===== config.mk =====
export PLATFORM = sky130hd
export DESIGN_NAME = dcache_mem_bridge
export DESIGN_NICKNAME = d
export VERILOG_FILES = /design/src/rtl/dcache_mem_bridge.sv
export SDC_FILE = /design/constraint.sdc
export NUM_CORES = 1
export LEC_CHECK = 0
export BUFFER_PORTS_ARGS = -buffer_cell sky130_fd_sc_hd__buf_2
export CAP_MARGIN = 20
export CORE_MARGIN = 2
export CORE_UTILIZATION = 51
export DETAILED_ROUTE_END_ITERATION = 8
export PLACE_DENSITY_LB_ADDON = 0.3
export SYNTH_ARGS = -nofsm -noshare
export SYNTH_HDL_FRONTEND = slang
export SYNTH_SLANG_ARGS = --single-unit

===== constraint.sdc =====
create_clock -name clk -period 4.8 [get_ports clk]
set_clock_uncertainty 0.2 [all_clocks]
set_input_delay 0.24 -clock clk [delete_from_list [all_inputs] [get_ports clk]]
set_output_delay 0.24 -clock clk [all_outputs]
set_load 0.01 [all_outputs]

===== src/rtl/dcache_mem_bridge.sv =====
// Bridge between a write-through data cache and a single-outstanding memory port.
// Stores are posted into a small buffer; loads wait for older stores to the same word.
module dcache_mem_bridge #(
   parameter int DEPTH = 4
) (
   input  logic                       clk,
   input  logic                       rst,
   input  logic                       up_req_i,
   input  logic                       up_we_i,
   input  logic [31:0]                up_addr_i,
   input  logic [3:0]                 up_be_i,
   input  logic [31:0]                up_wdata_i,
   output logic                       up_gnt_o,
   output logic                       up_rvalid_o,
   output logic [31:0]                up_rdata_o,
   output logic                       mem_req_o,
   output logic                       mem_we_o,
   output logic [31:0]                mem_addr_o,
   output logic [3:0]                 mem_be_o,
   output logic [31:0]                mem_wdata_o,
   input  logic                       mem_gnt_i,
   input  logic                       mem_rvalid_i,
   input  logic [31:0]                mem_rdata_i,
   output logic [$clog2(DEPTH+1)-1:0] sb_count_o,
   output logic                       sb_empty_o
);

   localparam int PW = $clog2(DEPTH);
   localparam int CW = $clog2(DEPTH+1);

   typedef enum logic [1:0] {IDLE, ST_REQ, LD_REQ, WAIT_RESP} state_t;

   state_t          state_q, state_d;
   logic [PW-1:0]   wr_ptr_q, wr_ptr_d;
   logic [PW-1:0]   rd_ptr_q, rd_ptr_d;
   logic [CW-1:0]   count_q, count_d;
   logic            ld_pend_q, ld_pend_d;
   logic [31:0]     ld_addr_q, ld_addr_d;
   logic [3:0]      ld_be_q, ld_be_d;
   logic            op_ld_q, op_ld_d;
   logic            rvalid_q, rvalid_d;
   logic [31:0]     rdata_q, rdata_d;

   logic [31:0]     fifo_addr_q  [DEPTH];
   logic [3:0]      fifo_be_q    [DEPTH];
   logic [31:0]     fifo_wdata_q [DEPTH];

   logic            push, pop, hazard;
   logic [PW-1:0]   off;

   // Entry i is valid when its distance from the head is below the count.
   always_comb begin
      hazard = 1'b0;
      off    = '0;
      for (int i = 0; i < DEPTH; i++) begin
         off = PW'(i) - rd_ptr_q;
         if ((CW'(off) < count_q) && (fifo_addr_q[i][31:2] == ld_addr_q[31:2]))
            hazard = 1'b1;
      end
   end

   always_comb begin
      state_d     = state_q;
      wr_ptr_d    = wr_ptr_q;
      rd_ptr_d    = rd_ptr_q;
      ld_pend_d   = ld_pend_q;
      ld_addr_d   = ld_addr_q;
      ld_be_d     = ld_be_q;
      op_ld_d     = op_ld_q;
      rvalid_d    = 1'b0;
      rdata_d     = '0;
      push        = 1'b0;
      pop         = 1'b0;
      up_gnt_o    = 1'b0;
      mem_req_o   = 1'b0;
      mem_we_o    = 1'b0;
      mem_addr_o  = '0;
      mem_be_o    = '0;
      mem_wdata_o = '0;

      if (!rst && up_req_i && !ld_pend_q)
         up_gnt_o = up_we_i ? (count_q < CW'(DEPTH)) : 1'b1;

      if (up_gnt_o) begin
         if (up_we_i) begin
            push     = 1'b1;
            rvalid_d = 1'b1;
         end else begin
            ld_pend_d = 1'b1;
            ld_addr_d = up_addr_i;
            ld_be_d   = up_be_i;
         end
      end

      case (state_q)
         IDLE: begin
            if (ld_pend_q && !hazard)
               state_d = LD_REQ;
            else if (count_q != '0)
               state_d = ST_REQ;
         end
         ST_REQ: begin
            mem_req_o   = 1'b1;
            mem_we_o    = 1'b1;
            mem_addr_o  = fifo_addr_q[rd_ptr_q];
            mem_be_o    = fifo_be_q[rd_ptr_q];
            mem_wdata_o = fifo_wdata_q[rd_ptr_q];
            if (mem_gnt_i) begin
               state_d = WAIT_RESP;
               op_ld_d = 1'b0;
            end
         end
         LD_REQ: begin
            mem_req_o  = 1'b1;
            mem_addr_o = ld_addr_q;
            mem_be_o   = ld_be_q;
            if (mem_gnt_i) begin
               state_d = WAIT_RESP;
               op_ld_d = 1'b1;
            end
         end
         WAIT_RESP: begin
            if (mem_rvalid_i) begin
               state_d = IDLE;
               if (op_ld_q) begin
                  rvalid_d  = 1'b1;
                  rdata_d   = mem_rdata_i;
                  ld_pend_d = 1'b0;
               end else begin
                  pop = 1'b1;
               end
            end
         end
         default: state_d = IDLE;
      endcase

      if (push) wr_ptr_d = wr_ptr_q + PW'(1);
      if (pop)  rd_ptr_d = rd_ptr_q + PW'(1);
      count_d = count_q + CW'(push) - CW'(pop);
   end

   always_ff @(posedge clk) begin
      if (rst) begin
         state_q   <= IDLE;
         wr_ptr_q  <= '0;
         rd_ptr_q  <= '0;
         count_q   <= '0;
         ld_pend_q <= 1'b0;
         ld_addr_q <= '0;
         ld_be_q   <= '0;
         op_ld_q   <= 1'b0;
         rvalid_q  <= 1'b0;
         rdata_q   <= '0;
      end else begin
         state_q   <= state_d;
         wr_ptr_q  <= wr_ptr_d;
         rd_ptr_q  <= rd_ptr_d;
         count_q   <= count_d;
         ld_pend_q <= ld_pend_d;
         ld_addr_q <= ld_addr_d;
         ld_be_q   <= ld_be_d;
         op_ld_q   <= op_ld_d;
         rvalid_q  <= rvalid_d;
         rdata_q   <= rdata_d;
      end
   end

   // Buffer storage needs no reset; validity is carried by the pointers and count.
   always_ff @(posedge clk) begin
      if (push) begin
         fifo_addr_q[wr_ptr_q]  <= up_addr_i;
         fifo_be_q[wr_ptr_q]    <= up_be_i;
         fifo_wdata_q[wr_ptr_q] <= up_wdata_i;
      end
   end

   assign up_rvalid_o = rvalid_q;
   assign up_rdata_o  = rdata_q;
   assign sb_count_o  = count_q;
   assign sb_empty_o  = (count_q == '0);

endmodule

== Word-level counts from Yosys, hierarchy flattened ==
Memory sizes are Yosys's and may differ from the RTL's. A register that Yosys moved wholly into a read port is not among the register bits.
Cells that the tools add are included.

* Bitwise logic cells: 4
* Order comparisons: 5
* Reduce and logical (&&, ||, !) cells: 19
* Equal/unequal tests: 12
* Mux-type cells: 40
* Add/sub/neg operators: 8

{| class="wikitable"
|+ Operators with widths
! cell !! number
|-
| 30-bit == test || 4
|-
| 32-bit one-hot mux with 2 select lines || 1
|-
| 32-bit 2-to-1 mux || 1
|-
| 1-bit 2-to-1 mux || 25
|-
| 2-bit 2-to-1 mux || 10
|-
| 2-bit by 3-bit < comparator with 1-bit output || 4
|-
| 4-bit one-hot mux with 2 select lines || 1
|-
| 1-bit logical AND || 7
|-
| 2-bit inequality test (second input constant) || 3
|-
| 2-bit one-hot mux with 3 select lines || 1
|-
| 3-bit AND reduction || 2
|-
| 2-bit by 1-bit adder with 2-bit output (second input constant) || 2
|-
| 2-bit == test (second input constant) || 2
|-
| 1-bit NOT || 4
|-
| 4-bit OR reduction || 1
|-
| 1-bit by 2-bit subtractor with 2-bit output (first input constant) || 2
|-
| 2-bit subtractor (first input constant) || 2
|-
| 3-bit by 1-bit adder with 3-bit output || 1
|-
| 1-bit logical NOT || 3
|-
| 3-bit logical NOT || 1
|-
| 3-bit < comparator (second input constant) || 1
|-
| 3-bit inequality test (second input constant) || 1
|-
| 3-bit nonzero test || 1
|-
| 3-bit by 1-bit subtractor with 3-bit output || 1
|-
| other kinds (7) || 7
|}

* Input bits: 106
* Output and inout port bits: 108
* Register bits: 80
* Memories kept: 3
* Word-level logic and storage cells: 101
* RAM bits: 272

{| class="wikitable"
|+ Memories
! memory !! words !! bits a word !! read ports !! clocked after Yosys merged registers in !! wr ports !! line !! RTL
|-
| fifo_addr_q || 4 || 32 || 5 || 1 || 1 || 44 || <nowiki>logic [31:0] fifo_addr_q [DEPTH];</nowiki>
|-
| fifo_wdata_q || 4 || 32 || 1 || 1 || 1 || 46 || <nowiki>logic [31:0] fifo_wdata_q [DEPTH];</nowiki>
|-
| fifo_be_q || 4 || 4 || 1 || 1 || 1 || 45 || <nowiki>logic [3:0] fifo_be_q [DEPTH];</nowiki>
|}

== Depth between registers and ports, before layout ==
Gate-level depths: netlist of run 1.

* Depth after elaboration: 11
* Mapped depth: 14
* Gate-level depth less buffers: 13

== Worst setup path after synthesis of run 1 ==
Ideal clock, no wire load.

* Path type: input port to flip-flop
* From: input rst
* To: memory fifo_addr_q[1][0], enable pin
* Library setup time: 0.434 ns
* Stages: 5
* Setup slack: 1.616 ns
* Buffers on the path: 1
* Arrival time: 2.550 ns
* Data required time: 4.166 ns
* Path through: buf_6 > nor2_1 > nand2_1 > a21oi_1 > and3_1

* Cells in the longest elaborated chain, start to end: 7

{| class="wikitable"
|+ Ends and longest elaborated chain
! item !! line !! RTL
|-
| start: declaration || 7 || <nowiki>input logic rst,</nowiki>
|-
| 1-bit logical NOT || 81 || <nowiki>if (!rst && up_req_i && !ld_pend_q)</nowiki>
|-
| 1-bit logical AND (2 in a row) || 81 ||
|-
| 1-bit 2-to-1 mux || 81 ||
|-
| named net up_gnt_o || 13 || <nowiki>output logic up_gnt_o,</nowiki>
|-
| 1-bit 2-to-1 mux || 84 || <nowiki>if (up_gnt_o) begin</nowiki>
|-
| 1-bit 2-to-1 mux || 170 || <nowiki>if (push) begin</nowiki>
|-
| 1-bit 2-to-1 mux (not written as such) || 171 || <nowiki>fifo_addr_q[wr_ptr_q] <= up_addr_i;</nowiki>
|-
| end: declaration || 44 ||
|}

The timed path passes the listed nets, and every way through them passes these cells.

== Final worst setup path of run 1 ==
* From: register state_q[0]
* To: output mem_addr_o[30]

* Cells in the longest elaborated chain, start to end: 2
* Elaborated cells on any way between the ends: 3
* Those cells by class: eq/ne: 2; mux: 1

{| class="wikitable"
|+ Ends and longest elaborated chain
! item !! line !! RTL
|-
| start: declaration || 33 || <nowiki>state_t state_q, state_d;</nowiki>
|-
| start signal: assignment || 155 || <nowiki>state_q <= state_d;</nowiki>
|-
| 2-bit == test or 2-bit by 1-bit == test with 1-bit output (tied branches) || 95 || <nowiki>case (state_q)</nowiki>
|-
| 32-bit one-hot mux with 2 select lines (*) || 95 ||
|-
| end: declaration || 18 || <nowiki>output logic [31:0] mem_addr_o,</nowiki>
|}

Every way passes the cells marked *; elsewhere a longest branch is shown, timed or not.

==> metrics.md, run 1 <==
| Metric | Value |
|---|---|
| Outcome | finished, final reports clean |
| Inserted Clock Buffers | 37 |
| Synth area leader | edfxtp_1 |
| Total length of routed wires | between 30000 and 40000 um |
| Setup TNS | 0 ns |
| PortBufs | roughly 210 |
| GRT Util Overall | 0.2371 |
| HP Class | in2reg |
| Fmax | about 320 MHz |
| WL/cell | about 21 um |
| Crit Path Category | reg2out |
| CTS tree | built |
| Hpwl dp | 22170 um |
| Worst-path clk slew | ~0.06 ns |
| Layout area overhead | 23.48% |
| Mean number of vias per cell | ~5.5 |
| #FFs+latches synth | ~350 |
| Min cycle time layout | around 3.1 ns |
| Kind of end point of the critical path | output pin |
| Initial Utilization | 0.5183 |
| Clk Latency, worst-skew pair | 0.53 ns |
| # resized after CTS | 0 |
| Bufs and invs on worst path | 3 |
| Seq/Total Area, Yosys | 0.6576 |
| Hold Slack | 0.03482 ns |
| Initial DRC count | 651 |
| Crit Path Max Fanout | 20 |
| Final period utilization | 0.6538 |
| Async S/R FF share, synth | 0 |
| Clock sinks | approximately 350 |
| Core box area | 28780 um^2 |
| Grt total ovfl | 0 |
| Max_slew headroom | 0.2533 |
| Chip Width | between 150 and 200 um |
| Critical path startpoint | state_q[0] |
| Initial antenna violation count | 0 |
| Longest Clk Path Bufs | 3 |
| Setup repair bufs after CTS | 0 |
| Placer Congestion | ~0.85 |
| Number of synthesized flops with an enable pin | around 270 |
| Ant. Diodes | 0 |
| Area contributors post-synth | edfxtp_1 55%, dfxtp_1 11%, mux4_2 10%, xor2_1 3.8%, xnor2_1 3.6% |
| Max Cap Violations | 0 |
| Hold bufs inserted after CTS | 104 |
| H-tree Lvls | 2 |
| Crit path max-delay family | adder cells |
| Crit-path slowest cell | ha_1 |
| Final nets | between 1000 and 1500 |
| HP Start | rst |
| Die area | just over 30000 um^2 |
| DRC viols | 0 |
| Via count | about 9300 |
| Total Power | around 7.1 mW |
| R2R setup slack | approximately 2 ns |
| # rows | 62 |
| Critical path startpoint category | flip-flop |
| Worst endpoint required time | 4.36 ns |
| Antenna-violating nets left | 0 |
| Post-Syn Instances | between 900 and 1000 |
| Synth Flop Type | edfxtp_1 |
| Synth Net Count | ~1100 |
| Layout cell share with drive strength beyond 1 | 0.2726 |
| Top Ports | ~210 |
| Fin. max-slew vios | 0 |
| Slew @ Worst Pin | 1.120 ns |
| Post-synth top area share | 0.5476 |
| Clk root buf | clkbuf_16 |
| # setup viols final | 0 |
| Most numerous cell in the Yosys netlist | edfxtp_1 |
| Worst path max stage delay | ~0.8 ns |
| RR Startpoint | ld_pend_q |
| Synth cell count leaders | 272 x edfxtp_1, 82 x dfxtp_1, 82 x nand2_1 |
| Vias in the first global route | roughly 9600 |
| Peak VDD IR | ~0.00032 V |
| Pwr per Cell Area | between 300 and 400 nW/um^2 |
| Yosys cell types | 36 |
| Warnings, synthesis | 0 |
| RSZ-0062 raised after global routing | false |
| Hold Fails Final Rpt | 0 |
| Crit path arrival time | ~2.7 ns |
| Critical path cell sequence | inv_1, ha_1, buf_4, a22oi_1, nor2_1, buf_2 |
| Final core utilization | 0.6400 |
| Synth Cell Area | roughly 15000 um^2 |
| Mapped Avg Cell Area | 14.99 um^2 |
| Detailed Routing Iterations Pass 1 | 5 |
| Largest net degree at the start of global routing | between 60 and 70 |
| Filler cell count | roughly 2100 |
| Leak | about 6.7 nW |
| Die Span Y | between 150 and 200 um |
| First-pass GRT wire length | 55170 um |
## stage by stage
stage / instance area [um^2] / setup slack [ns] / instances
4_1_cts: 18420 / 1.571 / 1701
2_1_floorplan: 14920 / 1.616 / 995
5_1_grt: 18420 / 1.479 / 1701
3_5_place_dp: 16230 / 1.949 / 1530
3_3_place_gp: 16230 / 2.069 / 1530
6_report: 18420 / 1.662 / 1701
## flip-flops by register name, indices dropped and copies added, names as in the netlist, named ones only
name / flops
fifo_addr_q: 128
fifo_be_q: 16
fifo_wdata_q: 128
ld_addr_q: 32
ld_be_q: 4
ld_pend_q: 1
op_ld_q: 1
rd_ptr_q: 2
sb_count_o: 3
state_q: 2
up_rdata_o: 32
up_rvalid_o: 1
wr_ptr_q: 2
## tightest hold or removal path, cell delays in order
cell and delay [ns]:
buf_2 0.09, nor2_1 0.03, nand2_1 0.09, nor2_2 0.12, nand2_1 0.09, a21oi_1 0.05
## report_power, final
part           switching, mW  internal [mW]
sequential            0.0487           3.35
clock                   1.16           1.56
combinational          0.627          0.386
total                   1.84           5.29
## cell usage in the layout, fill, tap and decap left out, drive strengths merged, types with 53 or more instances in the layout
cell	netlist	final
and2	65	65
dfxtp	82	82
dlygate4sd3	0	104
xnor2	62	62
mux4	68	68
edfxtp	272	272
xor2	64	64
clkbuf	38	53
buf	40	229
nand2	82	82
## path summary, 6_finish.rpt
check | to | cells past startpoint
worst min register to register | ld_be_q[1] | 2
worst max-delay path | mem_addr_o[30] | 6
worst max register to register | sb_count_o[2] | 13
worst min-delay path | ld_addr_q[1] | 6
## layer usage
metal | global-route usage | share of wire
met4 | 0.06528 | 0.022
met3 | 0.05744 | 0.088
met2 | 0.3913 | 0.49
met1 | 0.3167 | 0.40
met5 | 0 | 0
## cell type report
class / instances / area (um^2) / share of cell area
Sequential cell: 354 / 9817 / 0.5330
Clock inverter: 14 / 122.6 / 0.006657
Tap cell: 384 / 480.5 / 0.02609
Timing Repair Buffer: 333 / 2240 / 0.1216
Multi-Input combinational cell: 548 / 4676 / 0.2539
Clock buffer: 53 / 1027 / 0.05577
Inverter: 15 / 56.30 / 0.003057
## logic make-up (layout without fill, tap and decap cells)
logic type | Yosys count | in the layout | synth area share
flops | 354 | 354 | 0.6576
simple gates | 245 | 245 | 0.07994
fa+ha+maj | 15 | 15 | 0.01309
xor+xnor | 126 | 126 | 0.07398
mux | 68 | 68 | 0.1027
compound gates | 94 | 94 | 0.04211
buf+inv | 93 | 415 | 0.03062
Power figures use the tool's default switching activity.
==> run 2, diff against run 1 <==
--- a/config.mk
+++ b/config.mk
@@ -5,6 +5,7 @@
 export SDC_FILE = /design/constraint.sdc
 export NUM_CORES = 1
 export LEC_CHECK = 0
+export ABC_AREA = 1
 export BUFFER_PORTS_ARGS = -buffer_cell sky130_fd_sc_hd__buf_2
 export CAP_MARGIN = 20
 export CORE_MARGIN = 2
==> constraint.sdc (replaced) <==
create_clock -name clk -period 2.9 [get_ports clk]
set_clock_uncertainty 0.2 [all_clocks]
set_input_delay 0.145 -clock clk [delete_from_list [all_inputs] [get_ports clk]]
set_output_delay 0.145 -clock clk [all_outputs]
set_load 0.01 [all_outputs]
==> run 2 against run 1 <==
  * Synthesized area rose by 4.1%
  * Non-clock buffer count increased by 26
  * Count of clock-buffer cells in the layout down 4
  * Via count increased by 30%
  * Critical path depth unchanged
  * Flip-flop and latch count unchanged
  * Critical endpoint is now mem_addr_o[22]
  * Largest cell class unchanged
  * Highest routed layer is now met5
==> metrics.md, run 2 <==
| Metric | Value |
|---|---|
| Outcome | finished, final reports clean |
| DP Cell Count | between 2000 and 2500 |
| Detailed Routing Iterations Pass 1 | 6 |
| Via count | ~12000 |
| Longest Clk Path Bufs | 3 |
| Synth Flop Type | edfxtp_1 |
| Worst R2R End | sb_count_o[2] |
| Worst path max stage delay | between 0.3 and 0.4 ns |
| WL/cell | ~18 um |
| Area contributors post-synth | edfxtp_1 53%, dfxtp_1 11%, nor2_1 6.6%, o21ai_0 5.9%, nand2_1 5.3% |
| Initial antenna violation count | 1 |
| GRT Util Overall | 0.2536 |
| Final nets | a little under 2000 |
| Die Span Y | 178.5 um |
| Slew @ Worst Pin | between 0.5 and 0.6 ns |
| Initial DRC count | between 900 and 1000 |
| Critical path cell sequence | inv_1, ha_1, inv_2, buf_12, a21oi_1, buf_2 |
| Final period utilization | 0.9104 |
| Vias in the first global route | between 10000 and 15000 |
| Most frequent cells in the layout | 272 x edfxtp_1, 271 x nor2_1, 220 x nand2_1 |
| Fin. max-slew vios | 0 |
| Clk Latency, worst-skew pair | ~0.52 ns |
| Crit path arrival time | roughly 2.3 ns |
| Mapped Avg Cell Area | roughly 9.9 um^2 |
| Mean number of vias per cell | roughly 5.3 |
| Top Ports | 214 |
| R2R setup slack | about 0.34 ns |
| Die area | about 32000 um^2 |
| Min cycle time layout | between 2 and 3 ns |
| #FFs+latches synth | about 350 |
| Bufs and invs on worst path | 4 |
| Pwr per Cell Area | 639.8 nW/um^2 |
| Crit Path Category | reg2out |
| PortBufs | roughly 210 |
| Hold Slack | about 0.056 ns |
| Hpwl dp | approximately 24000 um |
| Worst endpoint required time | approximately 2.6 ns |
| Crit Path Max Fanout | 21 |
| Total length of routed wires | ~41000 um |
| Met2 track demand over resource | 0.4500 |
| RR Startpoint | state_q[0] |
| RSZ-0062 raised after global routing | false |
| FF-to-FF path depth | 11 |
| Peak VDD IR | approximately 0.00062 V |
| HP Class | in2reg |
| Placer Congestion | 0.8571 |
| Crit path max-delay family | buffers and inverters |
| Hold Fails Final Rpt | 0 |
| Post-Syn Instances | between 1500 and 2000 |
| Chip Width | approximately 180 um |
| Largest net degree at the start of global routing | just under 90 |
| Final Non-Filler Cells | between 2000 and 2500 |
| # resized after CTS | 0 |
| Inserted Clock Buffers | 38 |
| Max_slew headroom | 0.6437 |
| Initial Utilization | 0.5210 |
| GR peak layer | met2 |
| Async S/R FF share, synth | 0 |
| Post-synth top area share | 0.5262 |
| Warnings, synthesis | 0 |
| Top flop regs | fifo_addr_q (128), fifo_wdata_q (128) |
| Synth Net Count | between 1500 and 2000 |
| Kind of end point of the critical path | output pin |
| Core box area | approximately 30000 um^2 |
| Synth cell count leaders | 275 x nor2_1, 272 x edfxtp_1, 221 x nand2_1 |
| Seq/Total Area, Yosys | 0.6319 |
| H-tree Lvls | 2 |
| DRC viols | 0 |
| Final core utilization | 0.6484 |
| Layout area overhead | 24.45% |
| Clk root buf | clkbuf_16 |
| Critical path startpoint category | flip-flop |
| Most numerous cell in the Yosys netlist | nor2_1 |
| HP Start | up_req_i |
| CTS tree | built |
| Hold path endpoint | ld_addr_q[0] |
| Worst-path clk slew | around 0.06 ns |
| Met3 usage | 0.05072 |
| Synth Cell Area | roughly 16000 um^2 |
| Setup TNS | 0 ns |
| # setup viols final | 0 |
| Antenna-violating nets left | 0 |
| Grt total ovfl | 0 |
| Layout cell share with drive strength beyond 1 | 0.1654 |
| First-pass GRT wire length | between 60000 and 70000 um |
| Leak | between 7 and 8 nW |
| Crit-path slowest cell | dfxtp_1 |
| Number of synthesized flops with an enable pin | 272 |
| Grt met1 use | 0.3011 |
| Synth area leader | edfxtp_1 |
| Fmax | 378.8 MHz |
| Yosys cell types | 29 |
| # rows | between 60 and 70 |
| Most common cell after layout, fill and taps aside | edfxtp_1 |
| Clock sinks | 354 |
| Hold Path Stages | 6 |
| Max Cap Violations | 0 |
## run 2: cell count changes in the layout (fill, tap and decap cells not counted), sizes merged, moves of 17 or more
cell	previous run	this run
a22oi	37	1
and2	65	0
nand3	6	30
xor2	64	47
nand2	82	223
inv	17	123
o22ai	0	19
xnor2	62	37
o21ai	1	182
mux4	68	0
a21oi	43	142
nor2	48	275
## run 2: timing repair
action / CTS / global route
buffers inserted: 0 / 1
hold endpoints to repair: 353 / 0
setup endpoints to repair: 0 / 1
hold buffers: 115 / 0
## run 2: cells by family after synthesis
| kind of cell | after synthesis | synth area share |
|---|---|---|
| AO/OA/AOI/OAI | 345 | 0.1138 |
| XOR/XNOR | 84 | 0.04739 |
| adder cells (fa/ha/maj) | 15 | 0.01257 |
| buffers and inverters | 225 | 0.05843 |
| flip-flops | 354 | 0.6319 |
| AND/OR/NAND/NOR | 541 | 0.1359 |
## run 2: per-stage QoR
step | cell area, um^2 | total power [mW] | worst slack (ns)
after global placement | 17030 | 7.875 | 0.4079
after CTS | 19300 | 12.40 | 0.1209
after detailed placement | 17030 | 7.911 | 0.3862
after global routing | 19320 | 12.83 | 0.1113
after floorplan | 15530 | 6.993 | -0.4944
final | 19320 | 12.36 | 0.2598
## run 2: worst max path at each step
stage	from	end	slack (ns)	cells after the start
floorplan	sb_count_o[2]	fifo_addr_q[0][0]	-0.49	6
global placement	state_q[0]	sb_count_o[2]	0.41	11
global route	state_q[0]	mem_addr_o[22]	0.11	6
finish	state_q[1]	mem_addr_o[22]	0.26	6
CTS	flip-flop	mem_addr_o[14]	0.12	8
detailed placement	state_q[0]	sb_count_o[2]	0.39	11
## run 2: routing by layer
layer	vias up	wire length, um	share of wire
li1	5808	-	-
met1	5720	15790	0.39
met2	479	20510	0.51
met3	102	3028	0.075
met4	2	1250	0.031
met5	-	13	0.00032
## run 2: power breakdown
group | switching [mW] | internal, mW | total (mW)
Clock | 1.88 | 2.52 | 4.41
Sequential | 0.115 | 5.58 | 5.69
Combinational | 1.48 | 0.789 | 2.27
Total | 3.47 | 8.89 | 12.4
## run 2: layout make-up
cell class	instances	area, um^2
clock inverter	16	73.82
clock buffer	49	1044
multi-input combinational	985	4840
inverter	123	462.9
fill	2274	10480
timing repair buffer	359	2595
antenna	1	2.502
sequential	354	9814
tap	390	488.0
## run 2: worst min-delay path: cells and delay by family
| kind | cells | cell delay (ns) |
|---|---|---|
| buffers and inverters | 2 | 0.29 |
| AOI/OAI and AO/OA | 2 | 0.15 |
| and+or+nand+nor | 2 | 0.13 |
==> run 3, diff against run 2 <==
--- a/config.mk
+++ b/config.mk
@@ -9,8 +9,9 @@
 export BUFFER_PORTS_ARGS = -buffer_cell sky130_fd_sc_hd__buf_2
 export CAP_MARGIN = 20
 export CORE_MARGIN = 2
-export CORE_UTILIZATION = 51
+export CORE_UTILIZATION = 52
 export DETAILED_ROUTE_END_ITERATION = 8
+export MAX_ROUTING_LAYER = met4
 export PLACE_DENSITY_LB_ADDON = 0.3
 export SYNTH_ARGS = -nofsm -noshare
 export SYNTH_HDL_FRONTEND = slang
==> run 3 against run 2 <==
  * Hold slack worse by 0.030 ns
  * Sequential share of layout area is 0.082 points lower
  * Wire length is 1.1% lower
  * Highest routed layer is now met4
==> metrics.md, run 3 (synthesized netlist as in run 2, its figures left out) <==
| Metric | Value |
|---|---|
| Chip Width | 176.8 um |
| Critical path startpoint category | flip-flop |
| Max_slew headroom | 0.5306 |
| Clock sinks | approximately 350 |
| Final nets | between 1500 and 2000 |
| Core box area | slightly below 30000 um^2 |
| Initial DRC count | 1004 |
| Worst path max stage delay | around 0.36 ns |
| Clk Latency, worst-skew pair | between 0.5 and 0.6 ns |
| Longest Clk Path Bufs | 3 |
| Clk root buf | clkbuf_16 |
| Total length of routed wires | about 40000 um |
| Initial antenna violation count | 3 |
| Via count | ~12000 |
| CTS tree | built |
| Final core utilization | 0.6564 |
| Antenna-violating nets left | 0 |
| Crit path arrival time | roughly 2.4 ns |
| # rows | between 60 and 70 |
| First-pass GRT wire length | 61970 um |
| Placer Congestion | between 0.8 and 0.9 |
| Fmax | approximately 370 MHz |
| # setup viols final | 0 |
| GRT Util Overall | 0.2626 |
| HP Class | in2reg |
| Grt total ovfl | 0 |
| Mean number of vias per cell | 5.321 |
| Crit-path slowest cell | dfxtp_4 |
| Leak | between 7 and 8 nW |
| Pwr per Cell Area | 665.1 nW/um^2 |
| Layout area overhead | 24.66% |
| Worst endpoint required time | roughly 2.6 ns |
| Min cycle time layout | between 2 and 3 ns |
| R2R setup slack | between 0.3 and 0.4 ns |
| Die Span Y | between 150 and 200 um |
| Worst-path clk slew | approximately 0.060 ns |
| Crit Path Category | reg2out |
| Top flop regs | fifo_addr_q (128), fifo_wdata_q (128) |
| Max Cap Violations | 0 |
| Final period utilization | 0.9400 |
| Peak VDD IR | approximately 0.00052 V |
| Largest net degree at the start of global routing | 133 |
| Critical path cell sequence | clkinv_2, buf_4, a21oi_1, o21ai_0, o21ai_0, nand2_1, a21oi_1, buf_2 |
| Top Ports | between 200 and 250 |
| Outcome | finished, final reports clean |
| Fin. max-slew vios | 0 |
| Vias in the first global route | 12020 |
| Die area | between 30000 and 40000 um^2 |
| Hpwl dp | roughly 23000 um |
| Setup TNS | 0 ns |
| Layout cell share with drive strength beyond 1 | 0.1718 |
| H-tree Lvls | 2 |
| RSZ-0062 raised after global routing | false |
| Kind of end point of the critical path | output pin |
| Most common cell after layout, fill and taps aside | edfxtp_1 |
| Hold Fails Final Rpt | 0 |
| Inserted Clock Buffers | 38 |
| Most frequent cells in the layout | 272 x edfxtp_1, 271 x nor2_1, 220 x nand2_1 |
| Initial Utilization | 0.5266 |
| WL/cell | around 18 um |
| Detailed Routing Iterations Pass 1 | 5 |
| Hold Slack | around 0.026 ns |
| Crit Path Max Fanout | 24 |
| Slew @ Worst Pin | about 0.70 ns |
| PortBufs | about 210 |
| DRC viols | 0 |
[run 3: critical path, delay by kind of cell, from the launching register on]
family | cells | cell delay (ns)
AOI/OAI and AO/OA | 4 | 0.57
buffers and inverters | 3 | 0.86
DFF | 1 | 0.36
and+or+nand+nor | 1 | 0.07
[run 3: area by class of cell]
type / count / area, um^2
Clock buffer: 54 / 1105
Multi-Input combinational cell: 985 / 4842
Tap cell: 390 / 488.0
Fill cell: 2269 / 10130
Clock inverter: 15 / 173.9
Antenna cell: 5 / 12.51
Timing Repair Buffer: 349 / 2452
Sequential cell: 354 / 9814
Inverter: 123 / 462.9
[run 3: metrics by stage]
| stage | instances | worst slack (ns) | instance area (um^2) | power, mW |
|---|---|---|---|---|
| finish | 2275 | 0.1740 | 19350 | 12.87 |
| global placement | 2095 | 0.4046 | 17000 | 7.872 |
| CTS | 2270 | 0.2103 | 19340 | 12.91 |
| global route | 2273 | 0.03803 | 19350 | 13.36 |
| detailed placement | 2095 | 0.3886 | 17000 | 7.919 |
| floorplan | 1564 | -0.4944 | 15530 | 6.993 |
[run 3: what timing repair did]
action	CTS	global route
setup endpoints to repair	0	0
setup buffers	0	0
hold buffers	106	0
resized for setup	0	0
hold endpoints to repair	353	0
[run 3: per-layer routing]
layer,wire (um),up-vias,GRT usage
met4,1204,0,0.09986
li1,-,5804,-
met3,2701,102,0.04253
met5,0,-,-
met1,16220,5750,0.3192
met2,20020,450,0.4421
[run 3: power breakdown]
part	total, mW	leakage [nW]	switching (mW)	internal, mW
clock network	4.91	0.634	1.97	2.94
registers	5.68	3.12	0.109	5.58
logic	2.27	3.97	1.49	0.787
total	12.9	7.72	3.56	9.31
[run 3: worst paths after layout]
check | cells past startpoint | startpoint | endpoint
worst max-delay path | 8 | flip-flop | mem_addr_o[27]
worst min-delay path | 6 | up_req_i | ld_addr_q[0]
worst max register to register | 11 | state_q[0] | sb_count_o[2]
worst min register to register | 2 | ld_be_q[2] | ld_be_q[2]
